`config.mk`:
```
export PLATFORM = sky130hd
export DESIGN_NAME = sb_tx_msg_scheduler
export DESIGN_NICKNAME = d
export VERILOG_FILES = /design/src/rtl/sb_tx_pkg.sv /design/src/rtl/sb_tx_fifo.sv /design/src/rtl/sb_tx_msg_scheduler.sv
export SDC_FILE = /design/constraint.sdc
export NUM_CORES = 1
export LEC_CHECK = 0
export BUFFER_PORTS_ARGS = -buffer_cell sky130_fd_sc_hd__clkbuf_2
export CAP_MARGIN = 20
export CORE_ASPECT_RATIO = 1.2
export CORE_MARGIN = 1
export CORE_UTILIZATION = 35
export DETAILED_ROUTE_END_ITERATION = 10
export REMOVE_ABC_BUFFERS = 1
export SLEW_MARGIN = 20
export SYNTH_ARGS = -nofsm -noshare
export SYNTH_HDL_FRONTEND = slang
export SYNTH_SLANG_ARGS = --single-unit
export TNS_END_PERCENT = 50
```
`constraint.sdc`:
```
create_clock -name i_clk -period 4.2 [get_ports i_clk]
set_input_delay 0.42 -clock i_clk [delete_from_list [all_inputs] [get_ports i_clk]]
set_output_delay 0.42 -clock i_clk [all_outputs]
set_load 0.02 [all_outputs]
```
`src/rtl/sb_tx_pkg.sv`:
```
// sb_tx_pkg: shared types and constants for the sideband TX message scheduler.
//   sb_tx_state_e  scheduler FSM state (IDLE, LOAD, SEND)
//   SYNC_BYTE      first byte of every packet
//   RESERVED_CODE  message code that is never transmitted
//   pkt_byte()     packet byte at a given index
package sb_tx_pkg;

  typedef enum logic [1:0] {
    IDLE = 2'd0,
    LOAD = 2'd1,
    SEND = 2'd2
  } sb_tx_state_e;

  localparam logic [7:0]  SYNC_BYTE     = 8'hA5;
  localparam int unsigned RESERVED_CODE = 0;

  // Packet layout: sync, code, zero padding, tail byte at last_idx.
  function automatic logic [7:0] pkt_byte(input int unsigned idx,
                                          input int unsigned last_idx,
                                          input logic [7:0]  code_byte,
                                          input logic [7:0]  tail_byte);
    if (idx == 0)             return SYNC_BYTE;
    else if (idx == 1)        return code_byte;
    else if (idx == last_idx) return tail_byte;
    else                      return 8'h00;
  endfunction

endpackage

```
`src/rtl/sb_tx_fifo.sv`:
```
// sb_tx_fifo: synchronous FIFO holding pending message codes.
// Read data is show-ahead (head entry visible while not empty).
// A write while full is accepted only when a read happens in the same cycle.
// Ports:
//   clk, rst          clock, asynchronous active-high reset
//   wr_en, wr_data    write request and data
//   rd_en, rd_data    pop request and head entry
//   full, empty       occupancy flags
module sb_tx_fifo #(
  parameter int unsigned WIDTH = 4,
  parameter int unsigned DEPTH = 4
) (
  input  logic             clk,
  input  logic             rst,
  input  logic             wr_en,
  input  logic [WIDTH-1:0] wr_data,
  input  logic             rd_en,
  output logic [WIDTH-1:0] rd_data,
  output logic             full,
  output logic             empty
);

  localparam int unsigned AW = $clog2(DEPTH);

  logic [WIDTH-1:0] mem [DEPTH];
  logic [AW:0]      wr_ptr;
  logic [AW:0]      rd_ptr;
  logic             do_wr;
  logic             do_rd;

  // Pointers carry an extra wrap bit to tell full from empty.
  assign empty   = (wr_ptr == rd_ptr);
  assign full    = (wr_ptr[AW-1:0] == rd_ptr[AW-1:0]) && (wr_ptr[AW] != rd_ptr[AW]);
  assign do_rd   = rd_en && !empty;
  assign do_wr   = wr_en && (!full || do_rd);
  assign rd_data = mem[rd_ptr[AW-1:0]];

  // Pointer update.
  always_ff @(posedge clk or posedge rst) begin
    if (rst) begin
      wr_ptr <= '0;
      rd_ptr <= '0;
    end else begin
      if (do_wr) wr_ptr <= wr_ptr + (AW+1)'(1);
      if (do_rd) rd_ptr <= rd_ptr + (AW+1)'(1);
    end
  end

  // Storage; no reset needed, contents are qualified by the pointers.
  always_ff @(posedge clk) begin
    if (do_wr) mem[wr_ptr[AW-1:0]] <= wr_data;
  end

endmodule

```
`src/rtl/sb_tx_msg_scheduler.sv`:
```
// sb_tx_msg_scheduler: captures sideband message codes on rising edges of
// i_msg_valid, queues them and serializes each as a PKT_BYTES packet.
// Optional macro SB_TX_CHECKSUM_EN: last byte is the XOR of all earlier
// bytes; otherwise the last byte is 8'h00.
// Ports:
//   i_clk, i_rst          clock, asynchronous active-high reset
//   i_msg_valid           level valid from the handshake wrapper
//   i_encoded_SB_msg      message code
//   i_sb_ready            link accepts the current byte
//   o_sb_data, o_sb_valid packet byte stream
//   o_SB_Busy             message pending or being sent
//   o_falling_edge_busy   one-cycle pulse when busy falls
//   o_overflow            one-cycle pulse when a message is dropped
module sb_tx_msg_scheduler #(
  parameter int unsigned SB_MSG_WIDTH = 4,
  parameter int unsigned FIFO_DEPTH   = 4,
  parameter int unsigned PKT_BYTES    = 8
) (
  input  logic                    i_clk,
  input  logic                    i_rst,
  input  logic                    i_msg_valid,
  input  logic [SB_MSG_WIDTH-1:0] i_encoded_SB_msg,
  input  logic                    i_sb_ready,
  output logic [7:0]              o_sb_data,
  output logic                    o_sb_valid,
  output logic                    o_SB_Busy,
  output logic                    o_falling_edge_busy,
  output logic                    o_overflow
);

  import sb_tx_pkg::*;

  localparam int unsigned         IDX_W    = $clog2(PKT_BYTES);
  localparam logic [IDX_W-1:0]    LAST_IDX = IDX_W'(PKT_BYTES - 1);

  sb_tx_state_e            state_q, state_d;
  logic [IDX_W-1:0]        idx_q, idx_d, nxt_idx;
  logic [7:0]              code_q, code_d;
  logic [7:0]              data_d;
  logic                    valid_d;
  logic [7:0]              tail_byte;
  logic                    valid_q;
  logic                    cap_valid;
  logic [SB_MSG_WIDTH-1:0] cap_code;
  logic                    wr_req;
  logic                    pop;
  logic [SB_MSG_WIDTH-1:0] fifo_data;
  logic                    fifo_full;
  logic                    fifo_empty;
  logic                    busy;
  logic                    busy_prev;

  // Rising-edge capture of the level valid; registered one cycle before the FIFO write.
  always_ff @(posedge i_clk or posedge i_rst) begin
    if (i_rst) begin
      valid_q   <= 1'b0;
      cap_valid <= 1'b0;
      cap_code  <= '0;
    end else begin
      valid_q   <= i_msg_valid;
      cap_valid <= i_msg_valid && !valid_q;
      cap_code  <= i_encoded_SB_msg;
    end
  end

  assign wr_req = cap_valid && (cap_code != SB_MSG_WIDTH'(RESERVED_CODE));

  sb_tx_fifo #(
    .WIDTH (SB_MSG_WIDTH),
    .DEPTH (FIFO_DEPTH)
  ) u_fifo (
    .clk     (i_clk),
    .rst     (i_rst),
    .wr_en   (wr_req),
    .wr_data (cap_code),
    .rd_en   (pop),
    .rd_data (fifo_data),
    .full    (fifo_full),
    .empty   (fifo_empty)
  );

`ifdef SB_TX_CHECKSUM_EN
  // Padding bytes are zero, so the XOR reduces to sync ^ code.
  assign tail_byte = SYNC_BYTE ^ code_q;
`else
  assign tail_byte = 8'h00;
`endif

  assign nxt_idx = idx_q + IDX_W'(1);

  // Next-state and datapath decode.
  always_comb begin
    state_d = state_q;
    idx_d   = idx_q;
    code_d  = code_q;
    data_d  = o_sb_data;
    valid_d = o_sb_valid;
    pop     = 1'b0;
    unique case (state_q)
      IDLE: begin
        if (!fifo_empty) state_d = LOAD;
      end
      LOAD: begin
        pop     = 1'b1;
        code_d  = 8'(fifo_data);
        idx_d   = '0;
        data_d  = SYNC_BYTE;
        valid_d = 1'b1;
        state_d = SEND;
      end
      SEND: begin
        if (i_sb_ready) begin
          if (idx_q == LAST_IDX) begin
            idx_d   = '0;
            data_d  = 8'h00;
            valid_d = 1'b0;
            state_d = IDLE;
          end else begin
            idx_d  = nxt_idx;
            data_d = pkt_byte(32'(nxt_idx), PKT_BYTES - 1, code_q, tail_byte);
          end
        end
      end
      default: state_d = IDLE;
    endcase
  end

  // State, datapath and pulse registers.
  always_ff @(posedge i_clk or posedge i_rst) begin
    if (i_rst) begin
      state_q    <= IDLE;
      idx_q      <= '0;
      code_q     <= 8'h00;
      o_sb_data  <= 8'h00;
      o_sb_valid <= 1'b0;
      o_overflow <= 1'b0;
      busy_prev  <= 1'b0;
    end else begin
      state_q    <= state_d;
      idx_q      <= idx_d;
      code_q     <= code_d;
      o_sb_data  <= data_d;
      o_sb_valid <= valid_d;
      o_overflow <= wr_req && fifo_full && !pop;
      busy_prev  <= busy;
    end
  end

  // Busy and its falling edge are decoded from registered state only.
  assign busy                = !fifo_empty || (state_q != IDLE);
  assign o_SB_Busy           = busy;
  assign o_falling_edge_busy = busy_prev && !busy;

endmodule
```
==> Word-level counts from Yosys, hierarchy flattened <==
Memory sizes are Yosys's and may differ from the RTL's. A register that Yosys moved wholly into a read port is not among the register bits.
Cells that the tools add are included.
Widths: inputs -> output; s select.
{ "classes": {"n_addsub": 3, "n_mul": 0, "div": 0, "n_lt_le_gt_ge": 0, "n_eq_ne": 10, "shift": 0, "mux": 18, "bitwise": 0, "reduce_logical": 23} }
{ "ops": {"columns": ["op", "n"], "rows": [
  ["$mux 8", 3],
  ["$pmux 8 s2", 1],
  ["$add 3x1->3 const B", 3],
  ["$logic_and 1x1->1", 8],
  ["$mux 2", 3],
  ["$mux 3", 2],
  ["$ne 2x2->1 const B", 3],
  ["$pmux 2 s3", 1],
  ["$pmux 3 s2", 1],
  ["$reduce_and 3->1", 2],
  ["$logic_not 1->1", 5],
  ["$mux 1", 5],
  ["$mux 4", 1],
  ["$reduce_bool 2->1", 2],
  ["$reduce_bool 4->1", 1],
  ["$eq 3x1->1 const B", 1],
  ["$eq 3x3->1", 1],
  ["$eq 3x3->1 const B", 1],
  ["$logic_not 3->1", 1],
  ["$eq 2x1->1 const B", 1],
  ["$eq 2x2->1", 1],
  ["$eq 2x2->1 const B", 1],
  ["$logic_not 2->1", 1],
  ["$logic_or 1x1->1", 2],
  ["3 further kinds", 3]
]} }
{ "totals": {"register_bits": 28, "latchBits": 0, "ram_bits": 16, "rom_bits": 0, "out_inout_bits": 12, "wordCells": 66, "n_memories": 1} }
{ "mem_list": {"columns": ["name", "words", "word_bits", "rd", "rd_ports_with_merged_regs", "wr", "line_no", "source"], "rows": [
  ["u_fifo.mem", 4, 4, 1, 1, 1, "sb_tx_fifo.sv:25", "logic [WIDTH-1:0] mem [DEPTH];"]
]} }

==> Logic depth before layout (Yosys ltp) <==
Gate-level depths: netlist of run 1.
{ "depth": {"ltp_word": 7, "depth_mapped": 6, "mapped_depth_nobuf": 6} }

==> Cells and area by module <==
Synthesis of run 1 repeated with hierarchy kept, for this count alone.
{ "hier_totals": {"cells_unflattened": 144, "hier_area_um2": 2033.2} }
{ "modules_own_cells": {"columns": ["module", "n_inst", "cells_each", "area_per_inst_um2", "seq_area_each_um2"], "rows": [
  ["sb_tx_fifo", 1, 57, 1027.2, 630.6],
  ["sb_tx_msg_scheduler", 1, 87, 1006.0, 575.6]
]} }

==> Least setup slack after synthesis of run 1 <==
Ideal clock, no wire load.
{ "synth_timing": {"path_kind": "reg-to-output", "start": "register u_fifo.rd_ptr[0]", "end": "output port o_falling_edge_busy", "t_arrival_ns": 1.282, "path_slack_ns": 2.498, "stages_incl_launch_ff": 6, "n_path_buf": 1, "cell_sequence": "dfrtp_1 > buf_4 > xnor2_1 > nand2_1 > nor2_1 > and3_1"} }
{ "synth_via": {"elab_chain_cells": 5} }
{ "synth_rtl": {"columns": ["item", "line_no", "source"], "rows": [
  ["start: declaration", "sb_tx_fifo.sv:27", "logic [AW:0] rd_ptr;"],
  ["start signal: assignment", "sb_tx_fifo.sv:45", "if (do_rd) rd_ptr <= rd_ptr + (AW+1)'(1);"],
  ["$eq 3x3->1", "sb_tx_fifo.sv:32", "assign empty = (wr_ptr == rd_ptr);"],
  ["$logic_not 1->1", "sb_tx_msg_scheduler.sv:150", "assign busy = !fifo_empty || (state_q != IDLE);"],
  ["$logic_or 1x1->1", "sb_tx_msg_scheduler.sv:150", null],
  ["$logic_not 1->1", "sb_tx_msg_scheduler.sv:152", "assign o_falling_edge_busy = busy_prev && !busy;"],
  ["$logic_and 1x1->1", "sb_tx_msg_scheduler.sv:152", null],
  ["end: declaration", "sb_tx_msg_scheduler.sv:27", "output logic o_falling_edge_busy,"]
]} }
No other way between the ends.

==> Worst setup path in the final report of run 1 <==
Ends and elaborated chain as after synthesis.

==> metrics.txt, run 1 <==
clock buffer depth=2; post-synth top area share=0.371; Min-Delay Path Class=primary input to asynchronous set/reset pin; worst-path maximum fanout=7; Synthesis Warnings=0; P&R area growth vs syn=10.7%; post-CTS setup buffer count=0; Seq cells post-synth=45; TNS Setup=0 ps; io pins=20; # resized after CTS=0; Critical Path End Type=output pin; initial antenna violation count=0; num rows=29; initial DRC count=42; DRC Markers=0; Slew Viols, Final=0; largest cells by area after synthesis=dfrtp_1 37%, edfxtp_1 25%, ha_1 5.8%, mux4_1 5.4%, nand2_1 5.4%; Total GRT Usage=0.120; # hold bufs at CTS=0; critical path arrival=1750 ps; relative slew slack=0.527; routed via count=1133; layout net count=183; switching share of power=0.381; Fmax achieved=461 MHz; Worst-path clk slew=90 ps; worst skew pair latency=300 ps; outcome=completed; Data required, critical path=3780 ps; Yosys top cell by area=dfrtp_1; CP cell instances=xnor2_1 > nand2_1 > nor2_1 > and3_1 > clkbuf_2; Clk pwr share=0.182; combinational share of power=0.340; DR vias/cell=4.95; Final Wtd Congestion=0.736; hold slack=170 ps; ant diodes=0; DRT Wirelength=3120 um; most common cell after layout, fill and taps aside=dfrtp_1; critical path's slowest cell=dfrtp_1; RSZ-0062 raised after global routing=no; vias in the first global route=1159; Synth cell types=35; Post-Syn Area per Cell=13.1 um^2; Internal=914 uW; Post-Syn Area=1960 um^2; Initial DRT Pass Iterations=4; kind of critical path=flip-flop to output pin; Net Sw Power=562 uW; first-pass GRT wire length=5390 um; PortBufs=17; Mapped Cells=149; Final Setup Violations=0; Fin. Hold Viols=0; Pleak=0.947 nW; H-Tree Depth=2; grt ovf=0; Die Width=70.3 um; Clock Skews=5.35 ps; sequential group share of total power=0.477; share of layout cells above drive strength 1=0.198; critical path's largest stage delay=500 ps; post-synthesis sequential area ratio=0.616; commonest cells after routing, fill and taps aside=29 x dfrtp_1, 28 x nand2_1, 17 x clkbuf_2; core area=5330 um^2; Starting Density=0.367; final critical-path required period=2170 ps; CTS tree=built; die area=5900 um^2; VDD IR max=0.286 mV; clock sinks=45; ANT nets after route=0; Max Cap Viol=0; Routed WL per cell=13.6 um; Slew @ Worst Pin=700 ps; largest net degree at the start of global routing=30; Root Buffer=clkbuf_8; Worst Setup Start Kind=flip-flop; Final HPWL DP=2230 um; cts bufs inserted=5; chip height=83.9 um; PD cells=681 nW/um^2; final period utilization=0.516
==> registers in the layout (all words and copies together), names as in the netlist <==
signal         cells
busy_prev          1
cap_code           4
cap_valid          1
code_q             4
idx_q              3
o_overflow         1
o_sb_data          5
o_sb_valid         1
state_q            2
u_fifo.mem        16
u_fifo.rd_ptr      3
u_fifo.wr_ptr      3
valid_q            1
==> synth_stat cells, drive strengths merged <==
cell type and number:
a31oi 1, dfrtp 29, o21ai 3, ha 9, and2 4, nand2b 1
clkbuf 3, a41oi 2, a21oi 4, inv 6, and3 1, o41ai 1
nor2 4, o211ai 2, xnor2 5, nor4b 1, conb 1, nor3 1
nor2b 3, nand2 28, xor2 3, nor4 1, a22o 5, nand3 3
mux2 1, nand4b 1, mux4 4, edfxtp 16, a21o 1, buf 5
==> kinds of logic after synthesis <==
kind of cell / synth area share
flops: 0.616
other cells: 0.00192
xor+xnor: 0.0396
compound gates: 0.0742
mux: 0.0595
simple gates: 0.116
fa+ha+maj: 0.0575
buf+inv: 0.0352
==> power groups by stage <==
stage	logic [mW]	registers [mW]	clock network, mW
6_report	0.502	0.705	0.269
4_1_cts	0.510	0.707	0.277
3_3_place_gp	0.492	0.709	0
2_1_floorplan	0.350	0.728	0
3_5_place_dp	0.506	0.715	0
5_1_grt	0.570	0.727	0.294
==> critical path, delay by kind of cell (launching register included) <==
| kind | cells | cell delay, ps |
|---|---|---|
| buffers and inverters | 1 | 160 |
| xor gates and xnor gates | 1 | 330 |
| and+or+nand+nor | 3 | 470 |
| DFF | 1 | 500 |
==> final timing paths <==
kind                                               from                            to  slack, ps  cells after the start
min in group i_clk                  i_encoded_SB_msg[2]         cap_code[2]$_DFF_PP0_        220                      1
max in group asynchronous                         i_rst  u_fifo.wr_ptr[0]$_DFFE_PP0P_       3640                      2
setup / recovery           u_fifo.rd_ptr[0]$_DFFE_PP0P_           o_falling_edge_busy       2030                      5
hold / removal                                    i_rst         cap_code[3]$_DFF_PP0_        170                      2
hold reg to reg                       valid_q$_DFF_PP0_           cap_valid$_DFF_PP0_        410                      1
setup reg to reg                  cap_code[1]$_DFF_PP0_    u_fifo.mem[0][2]$_DFFE_PP_       2330                      3
==> final cells by class <==
class,instances,area (um^2)
Clock buffer,5,68.8
Clock inverter,3,21.3
Fill cell,515,3170
Inverter,6,22.5
Multi-Input combinational cell,91,686
Sequential cell,45,1210
Tap cell,62,77.6
Timing Repair Buffer,17,85.1
==> stage by stage <==
| step | cell area [um^2] | power [mW] | instances | worst slack [ps] | utilization |
|---|---|---|---|---|---|
| after floorplan | 1910 | 1.08 | 142 | 2530 | - |
| after global placement | 2080 | 1.20 | 221 | 2380 | 0.389 |
| after detailed placement | 2080 | 1.22 | 221 | 2340 | 0.389 |
| after CTS | 2170 | 1.49 | 229 | 2000 | 0.406 |
| after global routing | 2170 | 1.59 | 229 | 1850 | 0.406 |
| final | 2170 | 1.48 | 229 | 2030 | 0.406 |
==> metal layers <==
| layer | vias to the layer above | track usage | wire length [um] |
|---|---|---|---|
| met5 | - | 0 | 0 |
| li1 | 551 | - | - |
| met1 | 547 | 0.131 | 1350 |
| met2 | 28 | 0.194 | 1570 |
| met3 | 7 | 0.0447 | 127 |
| met4 | 0 | 0.0800 | 70 |
Note: power is estimated with default switching activity, not from simulation.
==> run 2: changes to the inputs <==
- clock period: 4.2 -> 2.2 ns (I/O delays scaled with it)
==> metrics.txt, run 2 (synthesis gave the netlist of run 1 again) <==
routed via count=1150 (was 1133); Buf/Inv on CP=1 (unchanged); DRC Markers=0 (unchanged); core area=5330 um^2 (unchanged); kind of critical path=flip-flop to output pin (unchanged); critical path's largest stage delay=480 ps (was 500 ps); CP Depth=5 (unchanged); first-pass GRT wire length=5760 um (was 5390 um); Total GRT Usage=0.125 (was 0.120); worst-path maximum fanout=7 (unchanged); Max Cap Viol=0 (unchanged); vias in the first global route=1211 (was 1159); largest net degree at the start of global routing=30 (unchanged); setup slack at placement=379 ps (was 2340 ps); initial DRC count=71 (was 42); final critical-path required period=2000 ps; Final Wtd Congestion=0.731 (was 0.736); Root Buffer=clkbuf_8 (unchanged); grt ovf=0 (unchanged); VDD IR max=0.635 mV (was 0.286 mV); Initial DRT Pass Iterations=4 (unchanged); Fin. Hold Viols=0 (unchanged); Worst Setup Start Kind=flip-flop (unchanged); die area=5900 um^2 (unchanged); Data required, critical path=1980 ps (was 3780 ps); Worst-path clk slew=90 ps (about the same); ANT nets after route=0 (unchanged); Final HPWL DP=2330 um (was 2230 um); CTS tree=built (unchanged); cts bufs inserted=5 (unchanged); DP Area=2100 um^2 (was 2080 um^2); initial antenna violation count=0 (unchanged); Fmax achieved=500 MHz; Routed WL per cell=13.6 um (about the same); share of layout cells above drive strength 1=0.209 (was 0.198); DRT Wirelength=3170 um (was 3120 um); PD cells=1300 nW/um^2 (was 681 nW/um^2); Starting Density=0.367 (unchanged); clock sinks=45 (unchanged); P&R area growth vs syn=13.6% (was 10.7%); clock buffer depth=2 (unchanged); TNS Setup=0 ps (unchanged); outcome=completed (unchanged); Critical Path End Type=output pin (unchanged); Hold Crit Depth=1; Die Width=70.3 um (unchanged); R2R depth=3 (unchanged); PortBufs=17 (unchanged); crit-path leading delay family=simple AND/OR/NAND/NOR gates (was flip-flops); Final Setup Violations=0 (unchanged); num rows=29 (unchanged); layout net count=188 (was 183); H-Tree Depth=2 (unchanged); final worst slack=199 ps (was 2030 ps); Largest register FFs=16 (unchanged); Min-Delay Path Class=primary input to flip-flop (was primary input to asynchronous set/reset pin); Clock Skews=6.37 ps (was 5.35 ps); CP cell instances=xnor2_1 > nand2_1 > nor2_1 > and3_1 > clkbuf_2 (unchanged); post-CTS setup buffer count=0 (unchanged); worst skew pair latency=300 ps (about the same); RSZ-0062 raised after global routing=no (unchanged); ant diodes=0 (unchanged); chip height=83.9 um (unchanged); Slew Viols, Final=0 (unchanged); most common cell after layout, fill and taps aside=dfrtp_1 (unchanged); relative slew slack=0.593 (was 0.527); Slew @ Worst Pin=603 ps (was 700 ps); fillers=516 (was 515); io pins=20 (unchanged); final period utilization=0.909; critical path's slowest cell=dfrtp_1 (unchanged); Final Cell Area=2220 um^2 (was 2170 um^2); commonest cells after routing, fill and taps aside=29 x dfrtp_1, 28 x nand2_1, 17 x clkbuf_2 (unchanged); critical path arrival=1780 ps (was 1750 ps); DR vias/cell=4.91 (was 4.95); Pleak=0.982 nW (was 0.947 nW)
==> run 2: final cells by class <==
cell class,instances,area [um^2],share of cell area
clock inverter,3,26.3,0.0118
inverter,6,22.5,0.0101
clock buffer,5,68.8,0.0310
timing repair buffer,22,128,0.0574
tap,62,77.6,0.0349
sequential,45,1210,0.543
multi-input combinational,91,693,0.312
==> run 2: path summary, 6_finish.rpt <==
kind | startpoint | endpoint | slack (ps)
worst max register to register | state_q[0]$_DFFE_PP0P_ | u_fifo.mem[0][2]$_DFFE_PP_ | 390
worst max-delay path | u_fifo.rd_ptr[1]$_DFFE_PP0P_ | o_falling_edge_busy | 200
max in group asynchronous | i_rst | o_sb_data[3]$_DFFE_PP0P_ | 1410
worst min-delay path | i_encoded_SB_msg[2] | cap_code[2]$_DFF_PP0_ | 10
worst min register to register | valid_q$_DFF_PP0_ | cap_valid$_DFF_PP0_ | 400
min in group asynchronous | i_rst | cap_code[2]$_DFF_PP0_ | 520
==> run 2: per-layer routing <==
metal	wire (um)	global-route usage
met1	1310	0.147
met2	1690	0.212
met3	128	0.0374
met4	41	0.0491
met5	0	0
==> run 2: power by group <==
group	switching (mW)	total, mW	internal (mW)
combinational	0.576	1.03	0.449
clock	0.303	0.539	0.236
sequential	0.229	1.33	1.10
==> run 2: metrics by stage <==
stage / cells / hold WS, ps / total power, mW / util
final: 234 / 14.6 / 2.90 / 0.417
after global routing: 234 / 0.666 / 3.13 / 0.417
after CTS: 233 / 4.79 / 2.93 / 0.413
after detailed placement: 224 / 301 / 2.38 / 0.394
after global placement: 224 / 284 / 2.32 / 0.394
after floorplan: 142 / 251 / 2.06 / -
==> run 2: timing repair <==
action	CTS	global route
hold endpoints to repair	29	1
gates resized for setup	0	1
hold buffers	1	1
setup endpoints to repair	0	1
